===== config.mk =====
export PLATFORM = sky130hd
export DESIGN_NAME = mux4_rr_arbiter
export DESIGN_NICKNAME = d
export VERILOG_FILES = /design/src/rtl/mux4_rr_arbiter.sv
export SDC_FILE = /design/constraint.sdc
export NUM_CORES = 1
export LEC_CHECK = 0
export BUFFER_PORTS_ARGS = -buffer_cell sky130_fd_sc_hd__buf_2
export CAP_MARGIN = 20
export CORE_MARGIN = 2
export CORE_UTILIZATION = 52
export CTS_CLUSTER_SIZE = 20
export DETAILED_ROUTE_END_ITERATION = 6
export PLACE_DENSITY = 0.82
export SKIP_CTS_REPAIR_TIMING = 1
export SLEW_MARGIN = 15
export SYNTH_ARGS = -nofsm -noshare
export SYNTH_HDL_FRONTEND = slang
export SYNTH_SLANG_ARGS = --single-unit

===== constraint.sdc =====
create_clock -name clk -period 5.2 [get_ports clk]
set_input_delay 1.04 -clock clk [delete_from_list [all_inputs] [get_ports clk]]
set_output_delay 1.04 -clock clk [all_outputs]
set_load 0.005 [all_outputs]

===== src/rtl/mux4_rr_arbiter.sv =====
// mux4_rr_arbiter
//
// Shares one N-bit 4:1 select path between four requesters using a
// round-robin policy. The owner of the mux is tracked in registered
// grant/s outputs. The selected word is presented to a single downstream
// consumer under a valid/ready handshake. Each grant ends after MAX_HOLD
// accepted transfers, so one requester cannot keep the path forever.
//
// Parameters
//   N        : width of each requester word and of f
//   MAX_HOLD : accepted transfers allowed per grant before rotation (>= 1)
//
// Ports
//   clk            : system clock, all state changes on the rising edge
//   reset          : synchronous, active-high reset
//   req[3:0]       : request per requester, bit i means wi holds a word
//   w0..w3[N-1:0]  : requester data words
//   ready          : downstream accepts f this cycle
//   grant[3:0]     : one-hot current owner, zero when idle (registered)
//   s[1:0]         : index of the current owner (registered)
//   f[N-1:0]       : selected word while valid, otherwise zero
//   valid          : f carries a word from the granted requester

module mux4_rr_arbiter #(
    parameter int N        = 3,
    parameter int MAX_HOLD = 4
) (
    input  logic         clk,
    input  logic         reset,
    input  logic [3:0]   req,
    input  logic [N-1:0] w0,
    input  logic [N-1:0] w1,
    input  logic [N-1:0] w2,
    input  logic [N-1:0] w3,
    input  logic         ready,
    output logic [3:0]   grant,
    output logic [1:0]   s,
    output logic [N-1:0] f,
    output logic         valid
);

    localparam int HC_W = $clog2(MAX_HOLD) + 1;
    localparam logic [HC_W-1:0] HOLD_LAST = HC_W'(MAX_HOLD - 1);

    typedef enum logic {
        IDLE,
        GRANT
    } state_t;

    state_t          state_q, state_d;
    logic [3:0]      grant_q, grant_d;
    logic [1:0]      s_q, s_d;
    logic [1:0]      ptr_q, ptr_d;
    logic [HC_W-1:0] hold_cnt_q, hold_cnt_d;

    logic            pick_found;
    logic [1:0]      pick_idx;
    logic [1:0]      cand;
    logic            rotate;
    logic [N-1:0]    w_sel;

    // Round-robin search. The search starts at ptr and wraps modulo 4, and
    // the first requester found wins. After a grant, ptr already points one
    // past the owner. A release can therefore reuse this search in the same
    // cycle. The owner can only win again when nobody else is asking.
    always_comb begin
        pick_found = 1'b0;
        pick_idx   = 2'd0;
        cand       = 2'd0;
        for (int i = 0; i < 4; i++) begin
            cand = ptr_q + 2'(i);
            if (!pick_found && req[cand]) begin
                pick_found = 1'b1;
                pick_idx   = cand;
            end
        end
    end

    // The output word comes from the registered select, so f only follows
    // the data inputs and never the arbitration logic.
    always_comb begin
        case (s_q)
            2'd0:    w_sel = w0;
            2'd1:    w_sel = w1;
            2'd2:    w_sel = w2;
            default: w_sel = w3;
        endcase
    end

    assign valid = (state_q == GRANT) && req[s_q];
    assign f     = valid ? w_sel : '0;
    assign grant = grant_q;
    assign s     = s_q;

    // Next-state logic. In GRANT, the grant is released when the owner drops
    // its request. It is also released on the transfer that uses up the hold
    // budget. A stalled transfer (ready low) leaves the count unchanged. On
    // release, the next owner is picked in the same cycle, so a handoff
    // leaves no empty cycle.
    always_comb begin
        state_d    = state_q;
        grant_d    = grant_q;
        s_d        = s_q;
        ptr_d      = ptr_q;
        hold_cnt_d = hold_cnt_q;
        rotate     = 1'b0;

        case (state_q)
            IDLE: begin
                if (pick_found) begin
                    state_d    = GRANT;
                    grant_d    = 4'b0001 << pick_idx;
                    s_d        = pick_idx;
                    ptr_d      = pick_idx + 2'd1;
                    hold_cnt_d = '0;
                end
            end
            GRANT: begin
                if (!req[s_q]) begin
                    rotate = 1'b1;
                end else if (ready) begin
                    if (hold_cnt_q == HOLD_LAST) begin
                        rotate = 1'b1;
                    end else begin
                        hold_cnt_d = hold_cnt_q + 1'b1;
                    end
                end

                if (rotate) begin
                    hold_cnt_d = '0;
                    if (pick_found) begin
                        grant_d = 4'b0001 << pick_idx;
                        s_d     = pick_idx;
                        ptr_d   = pick_idx + 2'd1;
                    end else begin
                        state_d = IDLE;
                        grant_d = 4'b0000;
                    end
                end
            end
            default: begin
                state_d = IDLE;
                grant_d = 4'b0000;
            end
        endcase
    end

    // All state sits in one register stage. Reset returns everything to the
    // idle, pointer-at-zero condition. Any word in flight is dropped, because
    // valid goes low with the state.
    always_ff @(posedge clk) begin
        if (reset) begin
            state_q    <= IDLE;
            grant_q    <= 4'b0000;
            s_q        <= 2'd0;
            ptr_q      <= 2'd0;
            hold_cnt_q <= '0;
        end else begin
            state_q    <= state_d;
            grant_q    <= grant_d;
            s_q        <= s_d;
            ptr_q      <= ptr_d;
            hold_cnt_q <= hold_cnt_d;
        end
    end

endmodule


==> results of run 1 <==
path summary, 6_finish.rpt:
path,to,from
worst max-delay path,f[2],req[1]
worst min-delay path,grant[0],grant[0]
worst max register to register,grant[2],ptr_q[1]
worst min register to register,grant[0],grant[0]
cell type report:
type / instances / area [um^2] / share of cell area
multi-input combinational: 67 / 551 / 0.551
sequential: 12 / 240 / 0.240
timing repair buffer: 28 / 140 / 0.140
inverter: 7 / 26.3 / 0.0263
clock buffer: 3 / 22.5 / 0.0225
tap: 16 / 20.0 / 0.0200
logic make-up after synthesis:
logic type / count (synthesis) / share of synthesized area
DFF: 12 / 0.282
AOI/OAI and AO/OA: 28 / 0.235
adders and majority gates: 6 / 0.0880
buffers and inverters: 12 / 0.0733
muxes: 9 / 0.163
and+or+nand+nor: 24 / 0.160
per-stage QoR:
step	instance area (um^2)	hold slack (ps)	setup WS (ps)	utilization	total power, mW
floorplan	853	435	2470	-	0.173
global placement	977	447	2180	0.641	0.194
detailed placement	977	464	2130	0.641	0.200
CTS	1000	474	2130	0.656	0.256
global route	1000	500	2040	0.656	0.271
finish	1000	475	2140	0.656	0.254
synthesized netlist by cell type (all sizes together):
cell,count,area (um^2)
o31ai,6,45.0
nand2b,1,6.26
nor4,1,6.26
o21a,1,7.51
nand2,7,26.3
a221oi,1,8.76
and2,4,25.0
a32o,1,10.0
o22a,1,17.5
nor2,3,18.8
a21oi,10,53.8
inv,7,26.3
clkbuf,2,8.75
mux2i,6,60.1
o311ai,1,8.76
buf,3,27.5
dfxtp,12,240
or4,3,22.5
o211ai,5,37.5
o21ai,1,5.00
mux4,3,78.8
o22ai,1,6.26
ha,6,75.1
nand4b,1,8.76
nor3,3,15.0
nor3b,1,7.51
power by group through the flow:
stage / logic (mW) / clock network [mW] / registers, mW
2_1_floorplan: 0.0608 / 0 / 0.112
5_1_grt: 0.0939 / 0.0614 / 0.115
3_3_place_gp: 0.0795 / 0 / 0.115
6_report: 0.0835 / 0.0570 / 0.114
4_1_cts: 0.0839 / 0.0581 / 0.114
3_5_place_dp: 0.0835 / 0 / 0.116
cells in the final DEF (no fill, tap or decap):
master,netlist,routed
buf_2,1,28
ha_1,6,6
o31ai_1,6,6
o21ai_0,1,1
o311ai_0,1,1
dfxtp_1,12,12
a21oi_2,1,1
nand2b_1,1,1
a32o_1,1,1
a21oi_1,9,9
o22a_4,1,1
mux4_1,3,3
clkbuf_4,0,3
nor4_1,1,1
nand2_1,7,7
nor2_1,2,2
a221oi_1,1,1
nor3_1,3,3
o211ai_1,5,5
o22ai_1,1,1
mux2i_1,6,6
or4_1,3,3
nor2_4,1,1
o21a_1,1,1
nor3b_1,1,1
nand4b_1,1,1
inv_1,7,7
and2_1,4,4
sequential cells by signal, summed over array words and instances (netlist names):
| register | cells |
|---|---|
| state_q | 1 |
| s | 2 |
| hold_cnt_q | 3 |
| grant | 4 |
| ptr_q | 2 |
metal layers:
metal | wire length, um | GRT usage
met1 | 850 | 0.274
met2 | 966 | 0.406
met5 | 0 | 0
met3 | 145 | 0.0286
met4 | 38 | 0.0909
worst max-delay path, cell delays in order:
cell	delay, ps
buf_2	140
mux2i_1	110
o22a_4	280
inv_1	180
and2_1	160
buf_2	100
==> run metrics, run 1 <==
status finished clean; clock period minus final worst setup slack 3060 ps; library cells used by synthesis 30; post-layout net count 144; initial drt markers 15; io pins 29; dpl cells 130; LEAKAGE 0.472 nW; Max VDD drop 161 uV; via count 818; Hold Crit Class register to register; FILL cells 133; Slew @ Worst Pin 708 ps; power per cell area 254 mW/mm^2; Die W 44.5 um; WHS Path Cells 2; vias in the first global route 792; Pint 0.170 mW; clk root buf clkbuf_4; Num Clock Sinks 12; TritonRoute pass-1 iters 4; Synth Register Bits 12; Avg Inst Size Synth 9.38 um^2; Tot GR Track Use 0.228; Initial Util 0.560; reg-to-reg slack, setup 3190 ps; Switch Pwr 0.0839 mW; Post-DP HPWL 1.55 mm; Post-Syn Area 853 um^2; Worst-path clk slew 70 ps; CTS tree built; CP arrival 2020 ps; height of the die 44.5 um; max_slew headroom 0.524; WL per Instance 15.0 um; first-pass GRT wire length 3.35 mm; crit-path max FO 9; Flop pwr share 0.448; endpoints failing setup 0; clock tree buffer depth 2; Slew Limit Fails 0; DRT Wirelength 2.00 mm; launching element type of the critical path input pin; Finished Layout Cells 133; Rows 14; die area 0.00198 mm^2; initial antenna violation count 0; R2R depth 7; clk_skew 6.16 ps; CTS Buf Count 3; Peak Freq 0.327 GHz; largest net degree at the start of global routing 13; H-tree Lvls 1; unrepaired setup endpoints after global routing false; Gate Count Post-Synth 91; Skew-Pair Late Insertion Delay 280 ps; CP Class input pin to output pin; synth warn 0; TNS Setup 0 ps; Via density 6.15; CP Data Required Time 4160 ps; gr ovfl total 0; antenna cells 0; syn nets 116; IO Port Bufs 28; Setup crit end kind output pin; final worst-path cycle share 0.589; Max-cap violations 0; Comb power frac 0.328; layout cells sized above 1 0.291; clock power share 0.224; area grow syn2layout 17.2%; sequential fraction of the synthesis area 0.282; DR DRC count 0; Hold Vio Cnt, Final 0; number of routed nets with antenna violations 0; switching share of power 0.330; GPL Wtd Cong 0.858; Core ar. 0.00152 mm^2
Note: power is estimated with default switching activity, not from simulation.
==> run 2: changes to the inputs <==
--- a/config.mk
+++ b/config.mk
@@ -8,10 +8,10 @@
 export BUFFER_PORTS_ARGS = -buffer_cell sky130_fd_sc_hd__buf_2
 export CAP_MARGIN = 20
 export CORE_MARGIN = 2
-export CORE_UTILIZATION = 52
+export CORE_UTILIZATION = 44
 export CTS_CLUSTER_SIZE = 20
 export DETAILED_ROUTE_END_ITERATION = 6
-export PLACE_DENSITY = 0.82
+export PLACE_DENSITY = 0.74
 export SKIP_CTS_REPAIR_TIMING = 1
 export SLEW_MARGIN = 15
 export SYNTH_ARGS = -nofsm -noshare
==> constraint.sdc (replaced) <==
create_clock -name clk -period 2.65 [get_ports clk]
set_input_delay 0.53 -clock clk [delete_from_list [all_inputs] [get_ports clk]]
set_output_delay 0.53 -clock clk [all_outputs]
set_load 0.005 [all_outputs]
==> run metrics, run 2 (synthesized netlist as in run 1, its figures left out) <==
status finished clean; Setup crit end kind output pin; initial antenna violation count 0; largest net degree at the start of global routing 13; Via density 5.47; final worst-path cycle share 0.848; area grow syn2layout 18.5%; crit-path max FO 9; post-layout util 0.567; Worst-path clk slew 70 ps; io pins 29; most frequent cells in the layout buf_2 (28), dfxtp_1 (12), a21oi_1 (9), nand2_1 (7), inv_1 (7); H-tree Lvls 1; max reg flops 4; Slew @ Worst Pin 737 ps; DRT Wirelength 1.93 mm; Rows 15; first-pass GRT wire length 2.98 mm; height of the die 48.0 um; LEAKAGE 0.472 nW; Max VDD drop 273 uV; Initial Util 0.479; CTS Buf Count 3; final worst slack 402 ps; Post-DP HPWL 1.50 mm; launching element type of the critical path register; Peak Freq 0.445 GHz; Hold Crit Class register to register; clock tree buffer depth 2; max_slew headroom 0.505; Num Clock Sinks 12; unrepaired setup endpoints after global routing false; CP Class register to output pin; final instance area 0.00101 mm^2; IO Port Bufs 28; layout cells sized above 1 0.291; initial drt markers 11; clk root buf clkbuf_4; die area 0.00231 mm^2; commonest non-fill, non-tap cell in the layout buf_2; DR DRC count 0; antenna cells 0; vias in the first global route 722; Placed Area 988 um^2; CP Data Required Time 2120 ps; CTS tree built; clk_skew 1.64 ps; post-layout net count 144; Place WS 602 ps; total power 0.498 mW; Skew-Pair Late Insertion Delay 280 ps; TNS Setup 0 ps; number of routed nets with antenna violations 0; Tot GR Track Use 0.184; Hold Vio Cnt, Final 0; power per cell area 492 mW/mm^2; Core ar. 0.00178 mm^2; gr ovfl total 0; via count 777; clock period minus final worst setup slack 2250 ps; CP arrival 1720 ps; TritonRoute pass-1 iters 3; WL per Instance 13.6 um; GPL Wtd Cong 0.835; Slew Limit Fails 0; Die W 48.0 um; endpoints failing setup 0; Max-cap violations 0
run 2: cell counts in the layout (fill, tap and decap cells not counted):
No cell type changed its count.
run 2: power by group:
part / total [mW] / internal, mW / switching, mW
Combinational: 0.160 / 0.0802 / 0.0797
Clock: 0.114 / 0.0527 / 0.0617
Sequential: 0.223 / 0.201 / 0.0227
Total: 0.498 / 0.333 / 0.164
run 2: final timing paths:
check / slack (ps) / end / start / cells after the start
worst max register to register: 640 / s[1] / hold_cnt_q[0] / 6
worst min register to register: 460 / hold_cnt_q[2] / hold_cnt_q[2] / 2
worst max-delay path: 400 / f[2] / s[1] / 5
worst min-delay path: 460 / hold_cnt_q[2] / hold_cnt_q[2] / 2
run 2: per-layer routing:
| metal | vias up | track usage | share of wire |
|---|---|---|---|
| met5 | - | 0 | 0 |
| met4 | 0 | 0.0811 | 0.021 |
| met2 | 27 | 0.333 | 0.47 |
| met3 | 5 | 0.0226 | 0.051 |
| met1 | 342 | 0.215 | 0.46 |
| li1 | 403 | - | - |
run 2: per-stage QoR:
| stage | hold WS [ps] | cells |
|---|---|---|
| after global placement | 446 | 139 |
| after detailed placement | 455 | 139 |
| after floorplan | 435 | 91 |
| after global routing | 484 | 142 |
| final | 460 | 142 |
| after CTS | 466 | 142 |
run 2: critical path, stage by stage (launching register included):
cell	delay [ps]
dfxtp_1	490
mux2i_1	310
o22a_4	220
inv_1	130
and2_1	160
buf_2	120
run 2: final cells by class:
class / instances / area [um^2]
fillers: 174 / 772
multi-input cells: 67 / 551
flip-flops and latches: 12 / 240
repair buffers: 28 / 140
well taps: 25 / 31.3
inverters: 7 / 26.3
clock buffers: 3 / 22.5
